## config.mk

```make
export PLATFORM = sky130hd
export DESIGN_NAME = tqvp_htfab_vga_fb
export DESIGN_NICKNAME = d
export VERILOG_FILES = /design/src/rtl/tqvp_htfab_vga_fb.sv
export SDC_FILE = /design/constraint.sdc
export NUM_CORES = 2
export LEC_CHECK = 0
export BUFFER_PORTS_ARGS = -buffer_cell sky130_fd_sc_hd__buf_2
export CORE_MARGIN = 5
export CORE_UTILIZATION = 40
export DETAILED_ROUTE_END_ITERATION = 7
export GPL_ROUTABILITY_DRIVEN = 0
export SYNTH_ARGS = -nofsm -noshare
export SYNTH_HDL_FRONTEND = slang
export SYNTH_SLANG_ARGS = --single-unit
```

## constraint.sdc

```tcl
create_clock -name clk -period 7.35 [get_ports clk]
set_clock_uncertainty 0.05 [all_clocks]
set_input_delay 0.735 -clock clk [delete_from_list [all_inputs] [get_ports clk]]
set_output_delay 0.735 -clock clk [all_outputs]
set_load 0.02 [all_outputs]
```

## src/rtl/tqvp_htfab_vga_fb.sv

```systemverilog
// tqvp_htfab_vga_fb -- TinyQV peripheral: VGA framebuffer with RGB222 palette.
//
// Generates VGA timing from clk (one timing tick every TICK_DIV clocks), scans a
// COLS x ROWS framebuffer at BPP bits/pixel, maps pixels through a palette and
// drives a TinyVGA Pmod. Framebuffer access is indirect through PTR/DATA.
//
// Ports:
//   clk, rst            system clock, asynchronous active-high reset
//   address             byte address (register select on address[4:2])
//   data_in             write data
//   data_write_n        2'b10 = 32-bit write, anything else = no write
//   data_read_n         2'b11 = idle, anything else = read
//   data_out/data_ready read data with a one-cycle completion strobe
//   user_interrupt      sticky end-of-frame interrupt
//   uo_out              {hsync, B0, G0, R0, vsync, B1, G1, R1}
module tqvp_htfab_vga_fb #(
    parameter int COLS     = 32,
    parameter int ROWS     = 16,
    parameter int BPP      = 2,
    parameter int TICK_DIV = 2,
    parameter int H_VIS    = 768,
    parameter int H_FP     = 24,
    parameter int H_SYNC   = 128,
    parameter int H_BP     = 96,
    parameter int V_VIS    = 480,
    parameter int V_FP     = 10,
    parameter int V_SYNC   = 2,
    parameter int V_BP     = 33
) (
    input  logic        clk,
    input  logic        rst,
    input  logic [5:0]  address,
    input  logic [31:0] data_in,
    input  logic [1:0]  data_write_n,
    input  logic [1:0]  data_read_n,
    output logic [31:0] data_out,
    output logic        data_ready,
    output logic        user_interrupt,
    output logic [7:0]  uo_out
);
    localparam int WORDS  = COLS * ROWS * BPP / 32;
    localparam int PW     = H_VIS / COLS;
    localparam int PH     = V_VIS / ROWS;
    localparam int H_TOT  = H_VIS + H_FP + H_SYNC + H_BP;
    localparam int V_TOT  = V_VIS + V_FP + V_SYNC + V_BP;
    localparam int PTR_W  = (WORDS > 1) ? $clog2(WORDS) : 1;
    localparam int PAL_W  = (1 << BPP) * 6;
    localparam int PPW_LG = (BPP == 2) ? 4 : 5;   // log2(pixels per word)
    localparam int HX_W   = $clog2(H_TOT + 1);
    localparam int VY_W   = $clog2(V_TOT + 1);
    localparam int CX_W   = $clog2(COLS + 1);
    localparam int RY_W   = $clog2(ROWS + 1);
    localparam int CS_W   = $clog2(PW + 1);
    localparam int RS_W   = $clog2(PH + 1);
    localparam int DIV_W  = $clog2(TICK_DIV + 1);

    localparam logic [HX_W-1:0]  HX_VIS   = HX_W'(H_VIS);
    localparam logic [HX_W-1:0]  HX_SS    = HX_W'(H_VIS + H_FP);
    localparam logic [HX_W-1:0]  HX_SE    = HX_W'(H_VIS + H_FP + H_SYNC);
    localparam logic [HX_W-1:0]  HX_LAST  = HX_W'(H_TOT - 1);
    localparam logic [VY_W-1:0]  VY_VIS   = VY_W'(V_VIS);
    localparam logic [VY_W-1:0]  VY_VIS_M = VY_W'(V_VIS - 1);
    localparam logic [VY_W-1:0]  VY_SS    = VY_W'(V_VIS + V_FP);
    localparam logic [VY_W-1:0]  VY_SE    = VY_W'(V_VIS + V_FP + V_SYNC);
    localparam logic [VY_W-1:0]  VY_LAST  = VY_W'(V_TOT - 1);
    localparam logic [CS_W-1:0]  CS_LAST  = CS_W'(PW - 1);
    localparam logic [RS_W-1:0]  RS_LAST  = RS_W'(PH - 1);
    localparam logic [DIV_W-1:0] DIV_LAST = DIV_W'(TICK_DIV - 1);
    localparam logic [PTR_W-1:0] PTR_LAST = PTR_W'(WORDS - 1);
    localparam logic [31:0]      COLS_U   = 32'(COLS);
    localparam logic [31:0]      PPW_MASK = 32'(32 / BPP - 1);
    localparam logic [31:0]      BPP_U    = 32'(BPP);
    // Default palette: black, greys, white (only the low PAL_W bits are used).
    localparam logic [23:0]      PAL_RST  = (BPP == 2) ? 24'hFEA540 : 24'h000FC0;

    localparam logic [2:0] A_CTRL = 3'd0, A_PAL = 3'd1, A_PTR = 3'd2,
                           A_DATA = 3'd3, A_STATUS = 3'd4;

    logic [DIV_W-1:0] div_q, div_d;
    logic [HX_W-1:0]  hx_q, hx_d;
    logic [VY_W-1:0]  vy_q, vy_d;
    logic [CX_W-1:0]  col_q, col_d;
    logic [CS_W-1:0]  csub_q, csub_d;
    logic [RY_W-1:0]  row_q, row_d;
    logic [RS_W-1:0]  rsub_q, rsub_d;
    logic [1:0]       ctrl_q, ctrl_d;
    logic [PAL_W-1:0] pal_q, pal_d;
    logic [PTR_W-1:0] ptr_q, ptr_d, ptr_inc;
    logic             irq_q, irq_d;
    logic [15:0]      fc_q, fc_d;
    logic [7:0]       uo_q, uo_d;
    logic [31:0]      dout_q, dout_d;
    logic             rdy_q, rdy_d;
    logic [31:0]      fb_q [WORDS];

    logic             tick, frame_ev, vis, hs_act, vs_act;
    logic [31:0]      pix_lin, fb_word, rdata;
    logic [PTR_W-1:0] pix_word;
    logic [4:0]       pix_off;
    logic [BPP-1:0]   pix;
    logic [5:0]       rgb, colour;
    logic             wr, rd, fb_we;
    logic [2:0]       sel;
    logic             unused_addr;

    assign unused_addr = ^{address[5], address[1:0]};

    assign tick     = (div_q == DIV_LAST);
    // vy is about to become V_VIS at hx = 0: one event per frame.
    assign frame_ev = tick && (hx_q == HX_LAST) && (vy_q == VY_VIS_M);
    assign vis      = (hx_q < HX_VIS) && (vy_q < VY_VIS);
    assign hs_act   = (hx_q >= HX_SS) && (hx_q < HX_SE);
    assign vs_act   = (vy_q >= VY_SS) && (vy_q < VY_SE);

    // Timing counters. col/row advance through sub-counters while in the
    // visible area and then park at COLS/ROWS until the next line/frame.
    always_comb begin
        div_d  = tick ? '0 : div_q + 1'b1;
        hx_d   = hx_q;
        vy_d   = vy_q;
        col_d  = col_q;
        csub_d = csub_q;
        row_d  = row_q;
        rsub_d = rsub_q;
        if (tick) begin
            if (hx_q == HX_LAST) begin
                hx_d   = '0;
                col_d  = '0;
                csub_d = '0;
                if (vy_q == VY_LAST) begin
                    vy_d   = '0;
                    row_d  = '0;
                    rsub_d = '0;
                end else begin
                    vy_d = vy_q + 1'b1;
                    if (vy_q < VY_VIS) begin
                        if (rsub_q == RS_LAST) begin
                            rsub_d = '0;
                            row_d  = row_q + 1'b1;
                        end else begin
                            rsub_d = rsub_q + 1'b1;
                        end
                    end
                end
            end else begin
                hx_d = hx_q + 1'b1;
                if (hx_q < HX_VIS) begin
                    if (csub_q == CS_LAST) begin
                        csub_d = '0;
                        col_d  = col_q + 1'b1;
                    end else begin
                        csub_d = csub_q + 1'b1;
                    end
                end
            end
        end
    end

    // Pixel fetch; words per row are a power of two so word/offset are shifts.
    always_comb begin
        pix_lin  = 32'(row_q) * COLS_U + 32'(col_q);
        pix_word = PTR_W'(pix_lin >> PPW_LG);
        pix_off  = 5'((pix_lin & PPW_MASK) * BPP_U);
        fb_word  = fb_q[pix_word];
        pix      = fb_word[pix_off +: BPP];
        rgb      = 6'(pal_q >> (32'(pix) * 32'd6));
        colour   = (vis && ctrl_q[0]) ? rgb : 6'h00;
        uo_d     = {~hs_act, colour[0], colour[2], colour[4],
                    ~vs_act, colour[1], colour[3], colour[5]};
    end

    // Bus side: register writes, read mux, pointer auto-increment, IRQ.
    always_comb begin
        wr      = (data_write_n == 2'b10);
        rd      = (data_read_n != 2'b11);
        sel     = address[4:2];
        ptr_inc = (ptr_q == PTR_LAST) ? '0 : ptr_q + 1'b1;
        ctrl_d  = ctrl_q;
        pal_d   = pal_q;
        ptr_d   = ptr_q;
        fb_we   = 1'b0;
        fc_d    = frame_ev ? fc_q + 16'd1 : fc_q;
        irq_d   = irq_q;
        rdata   = 32'h0;
        if (wr) begin
            case (sel)
                A_CTRL: ctrl_d = data_in[1:0];
                A_PAL:  pal_d  = data_in[PAL_W-1:0];
                A_PTR:  ptr_d  = PTR_W'(data_in % WORDS);
                A_DATA: begin
                    fb_we = 1'b1;
                    ptr_d = ptr_inc;
                end
                A_STATUS: if (data_in[0]) irq_d = 1'b0;
                default: ;
            endcase
        end
        // Set after clear so a coincident set wins.
        if (frame_ev && ctrl_q[1]) irq_d = 1'b1;
        case (sel)
            A_CTRL:   rdata = 32'(ctrl_q);
            A_PAL:    rdata = 32'(pal_q);
            A_PTR:    rdata = 32'(ptr_q);
            A_DATA:   rdata = fb_q[ptr_q];
            A_STATUS: rdata = {fc_q, 13'b0, vy_q >= VY_VIS, hs_act, irq_q};
            default:  rdata = 32'h0;
        endcase
        dout_d = rd ? rdata : 32'h0;
        rdy_d  = rd;
        if (rd && sel == A_DATA) ptr_d = ptr_inc;
    end

    always_ff @(posedge clk or posedge rst) begin
        if (rst) begin
            div_q  <= '0;
            hx_q   <= '0;
            vy_q   <= '0;
            col_q  <= '0;
            csub_q <= '0;
            row_q  <= '0;
            rsub_q <= '0;
            ctrl_q <= '0;
            pal_q  <= PAL_RST[PAL_W-1:0];
            ptr_q  <= '0;
            irq_q  <= 1'b0;
            fc_q   <= '0;
            uo_q   <= 8'b1000_1000;
            dout_q <= '0;
            rdy_q  <= 1'b0;
        end else begin
            div_q  <= div_d;
            hx_q   <= hx_d;
            vy_q   <= vy_d;
            col_q  <= col_d;
            csub_q <= csub_d;
            row_q  <= row_d;
            rsub_q <= rsub_d;
            ctrl_q <= ctrl_d;
            pal_q  <= pal_d;
            ptr_q  <= ptr_d;
            irq_q  <= irq_d;
            fc_q   <= fc_d;
            uo_q   <= uo_d;
            dout_q <= dout_d;
            rdy_q  <= rdy_d;
        end
    end

    // Framebuffer contents are not reset.
    always_ff @(posedge clk) begin
        if (fb_we) fb_q[ptr_q] <= data_in;
    end

    assign data_out       = dout_q;
    assign data_ready     = rdy_q;
    assign user_interrupt = irq_q;
    assign uo_out         = uo_q;
endmodule

```

Word level (Yosys, flattened, before mapping)
Memories as Yosys holds them, arrays and structs flattened.
Index checks and enable logic that the tools add are counted.
Widths: inputs -> output; s select.
{"block": "totals", "input_bits": 44, "output_inout_bits": 42, "mem_bits_rw": 1024, "mem_count": 1, "mem_bits_ro": 0, "wordCells": 108, "regBits": 132, "latchBits": 0}
{"memory": "fb_q", "words": 32, "width": 32, "read_ports": 2, "rd_ports_with_merged_regs": 0, "write_ports": 1, "line": "94", "source": "logic [31:0] fb_q [WORDS];"}
{"block": "classes", "div_mod_pow": 0, "add_sub_neg": 10, "shift": 2, "eq_ne": 13, "order_cmp": 7, "bitwise": 2, "n_mul": 1, "n_reduce_logical": 27, "n_mux": 30}
{"cell": "$pmux 32 s5", "n": 1}
{"cell": "$mux 5", "n": 12}
{"cell": "$mux 32", "n": 1}
{"cell": "$shiftx 32x6->2", "n": 1}
{"cell": "$mux 6", "n": 4}
{"cell": "$shr 24x5->6", "n": 1}
{"cell": "$add 10x1->10 const B", "n": 2}
{"cell": "$add 5x1->5 const B", "n": 4}
{"cell": "$eq 10x10->1 const B", "n": 2}
{"cell": "$ge 10x9->1 const B", "n": 2}
{"cell": "$lt 10x10->1 const B", "n": 2}
{"cell": "$lt 10x9->1 const B", "n": 2}
{"cell": "$mux 10", "n": 2}
{"cell": "$add 16x1->16 const B", "n": 1}
{"cell": "$reduce_bool 2->1", "n": 8}
{"cell": "$eq 5x5->1 const B", "n": 3}
{"cell": "$eq 10x9->1 const B", "n": 1}
{"cell": "$ge 10x10->1 const B", "n": 1}
{"cell": "$pmux 5 s2", "n": 1}
{"cell": "$reduce_and 2->1", "n": 5}
{"cell": "$add 9x6->9", "n": 1}
{"cell": "$reduce_and 3->1", "n": 3}
{"cell": "$logic_and 1x1->1", "n": 8}
{"cell": "$mux 1", "n": 8}
{"cell": "14 further kinds", "n": 16}

Logic depth before layout (Yosys ltp)
{"block": "logic_depth", "word_depth": 6, "depth_mapped": 16, "depth_no_buf": 11}

Worst setup path after synthesis
Ideal clock, no wire load.
{"block": "synth_timing", "kind": "input port to flip-flop", "start": "input address[2]", "end": "memory fb_q[0][0] (enable)", "n_path_buf": 1, "arrival_time_ps": 3105, "stages": 5, "path_slack_ps": 3774, "t_required_ps": 6879, "setup_time_ps": 421, "cell_sequence": "buf_1 > nand3b_1 > nor2_1 > nand2_1 > nor2_1"}
{"block": "synth_via", "elab_chain_len": 5}
{"element": "start: declaration", "line": "32", "source": "input logic [5:0] address,"}
{"element": "$eq 3x2->1", "line": "186", "source": "case (sel)"}
{"element": "$mux 1", "line": "186"}
{"element": "$mux 1", "line": "185", "source": "if (wr) begin"}
{"element": "$mux 1", "line": "251", "source": "if (fb_we) fb_q[ptr_q] <= data_in;"}
{"element": "$mux 1 (not written as such)", "line": "251"}
{"element": "end: declaration", "line": "94"}
Every way passes these cells.

Worst setup path in the final report
{"block": "layout_timing", "start": "register row_q[0]", "end": "register uo_q[4] (netlist: uo_out[4])"}
{"block": "layout_via", "elab_chain_len": 6}
{"element": "start: declaration", "line": "84", "source": "logic [RY_W-1:0] row_q, row_d;"}
{"element": "start signal: assignment", "line": "236", "source": "row_q <= row_d;"}
{"element": "$add 9x6->9", "line": "161", "source": "pix_lin = 32'(row_q) * COLS_U + 32'(col_q);"}
{"element": "$mem_v2 32x32"}
{"element": "$shiftx 32x6->2", "line": "165", "source": "pix = fb_word[pix_off +: BPP];"}
{"element": "$mul 2x2->4", "line": "166", "source": "rgb = 6'(pal_q >> (32'(pix) * 32'd6));"}
{"element": "$shr 24x5->6", "line": "166"}
{"element": "$mux 6", "line": "167", "source": "colour = (vis && ctrl_q[0]) ? rgb : 6'h00;"}
{"element": "net colour[4]", "line": "101", "source": "logic [5:0] rgb, colour;"}
{"element": "end signal: assignment", "line": "243", "source": "uo_q <= uo_d;"}
{"element": "end: declaration", "line": "91", "source": "logic [7:0] uo_q, uo_d;"}
The timed path passes the listed nets, and every way through them passes these cells.
A chain may end at the register's enable or synchronous reset.

==> summary.txt <==
Timing
  – Tmin final: 5317 ps
  – Endpoints failing hold: 0
  – Max-slew headroom: 2.275%
  – RSZ-0062 raised after global routing: no
  – Measured slew at the worst slew-check pin: 1462 ps
  – Slew Viols, Final: 0
  – Max Fclk: 0.1881 GHz
  – Final period util: 72.35%
  – Setup_tns: 0 ps
  – Final setup vio count: 0

Clocking
  – Clock root cell: clkbuf_16
  – Post-CTS resize count: 0
  – CTS tree: built
  – Longest Clk Path Bufs: 3
  – H-tree depth: 3
  – TritonCTS Buffers: 118
  – Sink Count: 1,155
  – Post-CTS Hold Buffers: 0
  – Worst-Skew Late Latency: 760 ps
  – # Post-CTS Setup Buffers: 0
  – Clock Pin Slew Worst Setup and Hold Paths: 60 ps

Floorplan
  – # rows: 133
  – Placeable core area: 131,800 um^2
  – Total Die Area: 140,300 um^2
  – DIE WIDTH: 374.6 um
  – Io pins: 86
  – Starting density of the core: 40.34%
  – DIE HEIGHT: 374.6 um

GRT
  – First-pass GRT wire length: 241.3 mm
  – Vias in the first global route: 31,840
  – Met1 Resource Use GR: 32.14%
  – GRT busiest layer: met2
  – Overall routing resource usage: 24.04%
  – Routing usage on met2: 37.91%
  – Gr ovfl total: 0
  – Met3 Use GR: 6.165%
  – Initial antenna violation count: 14
  – Largest net degree at the start of global routing: 108

Worst hold path
  – Hold Path Class: in2async

Outcome
  – Failing checks: max-capacitance violations
  – Status: complete, but fails checks

Layout
  – Post-layout util: 45.03%
  – Reg area: 34,060 um^2
  – Area of the multi-input gates: 18,350 um^2
  – Most frequent cells in the layout: edfxtp_1, mux4_2, clkbuf_16
  – Fill cell count: 11,180
  – Non-filler cells, final: 4,750
  – Share of layout cells above drive strength 1: 32.27%
  – Commonest non-fill, non-tap cell in the layout: edfxtp_1
  – Area Overhead vs Synth: 11.63%
  – Fin nets: 2,960

Detailed routing
  – Via count: 31,310
  – Antenna Nets Post-Route: 0
  – Wire per inst: 36.14 um
  – Final wirelength: 171.7 mm
  – DRC errors left: 0
  – Drt first pass iters: 6
  – DR iter-0 viols: 4,154
  – Vias per inst: 6.592

Yosys
  – Synth Area per Inst: 18.95 um^2
  – Mapped cell area: 53,160 um^2
  – Cell count after synthesis: 2,806
  – Post-synth top flop: edfxtp_1
  – FFs w/ async S/R, synth: 11.34%
  – Sequential area share after synthesis: 64.04%
  – Yosys warning total: 0
  – Synth area leaders: edfxtp_1, mux4_2, dfrtp_1, mux2i_1, a22oi_1
  – Post-synth top area share: 57.84%
  – Cell taking the most area after synthesis: edfxtp_1
  – Syn nets: 2,868
  – Yosys cell types: 78
  – Synth Register Bits: 1,155
  – Number of synthesized flops with an enable pin: 1,024

Worst setup path
  – CP cell instances: ha_4 > ha_4 > buf_12 > mux4_2 > o211ai_2 > o31ai_1 > a2111oi_1 > a22o_1 > or2_2 > o22ai_2
  – Worst Setup Start Kind: flip-flop
  – CP Launch Point: row_q[0]$_DFFE_PP0P_
  – Slowest cell on crit path: a2111oi_1
  – Capturing point of the worst reg2reg path: uo_out[4]$_DFF_PP0_
  – Setup CP Type: reg2reg
  – WP data arrival: 5870 ps
  – Worst reg2reg path startpoint: row_q[0]$_DFFE_PP0P_
  – Critical path buffer and inverter count: 1
  – Most frequent CP cell: ha_4
  – CP max stage delay: 1290 ps
  – Crit end category: flip-flop
  – Delay-heaviest family, CP: compound AO/OA/AOI/OAI gates
  – R2r worst-path depth: 10
  – FF-to-FF setup slack: 2030 ps
  – Critical Path RT: 7910 ps
  – CP max FO: 68

Placed design
  – Placed Cells: 4,533
  – Buffers on Ports: 82
  – Post-DP HPWL: 98.51 mm

Run
  – # Max-Cap Violations: 1

Power
  – Worst IR Drop VDD: 0.0001963 V
  – PwrDens: 247.2 nW/um^2
  – Leak Pwr: 18.35 nW
[cell usage after synthesis, types with 13 or more instances]
library cell	instances
edfxtp_1	1024
mux4_2	504
dfrtp_1	117
nor2_1	114
mux2i_1	112
a22oi_1	110
clkbuf_1	88
nand2_1	85
mux2_2	55
a21oi_1	49
o21ai_0	34
buf_1	33
buf_2	32
nand3_1	31
nand4_1	29
a22o_1	26
buf_4	24
a221oi_1	22
buf_6	21
ha_1	18
nor2b_1	18
xnor2_1	18
a31oi_1	17
xor2_1	17
o22ai_1	16
dfstp_2	14
a211oi_1	13
inv_1	13
[kinds of logic (layout without fill, tap and decap cells)]
kind of cell    after synthesis  after routing  share of synthesized area (%)
mux                         673            673                          24.70
buf+inv                     213            397                          2.088
xor+xnor                     36             36                         0.6072
flops                      1155           1155                          64.04
simple gates                356            356                          3.274
compound gates              355            355                          4.874
fa+ha+maj                    18             18                         0.4236
other cells                   0              5                              0
[final cells by class]
type	instances	share of cell area [%]
Clock buffer	172	5.473
Multi-Input combinational cell	1438	30.92
Sequential cell	1155	57.38
Antenna cell	5	0.02108
Clock inverter	40	0.4807
Inverter	13	0.09065
Timing Repair Buffer	172	1.935
Tap cell	1755	3.700
[layer usage]
layer  share of wire, %  wire, um  up-vias
met5              0.041        70        -
met4                4.4      7578       10
met3                 11     19660      380
met2                 47     80290     1989
met1                 37     64080    16790
li1                   -         -    12140
[through the flow]
| step | power (W) | setup slack, ps | hold WS, ps | cell area (um^2) |
|---|---|---|---|---|
| final | 0.01467 | 2033 | 88.52 | 59350 |
| after global placement | 0.009125 | 2247 | 391.8 | 55800 |
| after CTS | 0.01473 | 2077 | 61.13 | 59340 |
| after global routing | 0.01511 | 1948 | 111.6 | 59340 |
| after floorplan | 0.008482 | 3090 | 375.7 | 53160 |
| after detailed placement | 0.009143 | 2135 | 420.6 | 55800 |
[report_power, final]
group	leakage (nW)	internal, W	total [W]	switching, W
logic	5.73	0.000683	0.00164	0.000958
registers	10.9	0.00722	0.00738	0.000158
clock network	1.71	0.00314	0.00565	0.00251
[flip-flops by register name (all words and copies together) (netlist names), 2 cells and up]
signal    cells
col_q         6
csub_q        5
ctrl_q        2
data_out     32
div_q         2
fb_q       1024
fc_q         16
hx_q         10
pal_q        24
ptr_q         5
row_q         4
rsub_q        5
uo_out        8
vy_q         10
[worst max-delay path by stage]
stage | depth (start not counted) | end | slack (ps)
floorplan | 1 | col_q[0]$_DFFE_PP0P_ | 3090
global placement | 12 | uo_out[1]$_DFF_PP0_ | 2250
detailed placement | 12 | uo_out[4]$_DFF_PP0_ | 2140
CTS | 12 | uo_out[4]$_DFF_PP0_ | 2080
global route | 12 | uo_out[2]$_DFF_PP0_ | 1950
finish | 10 | uo_out[4]$_DFF_PP0_ | 2030
Power figures use the tool's default switching activity.
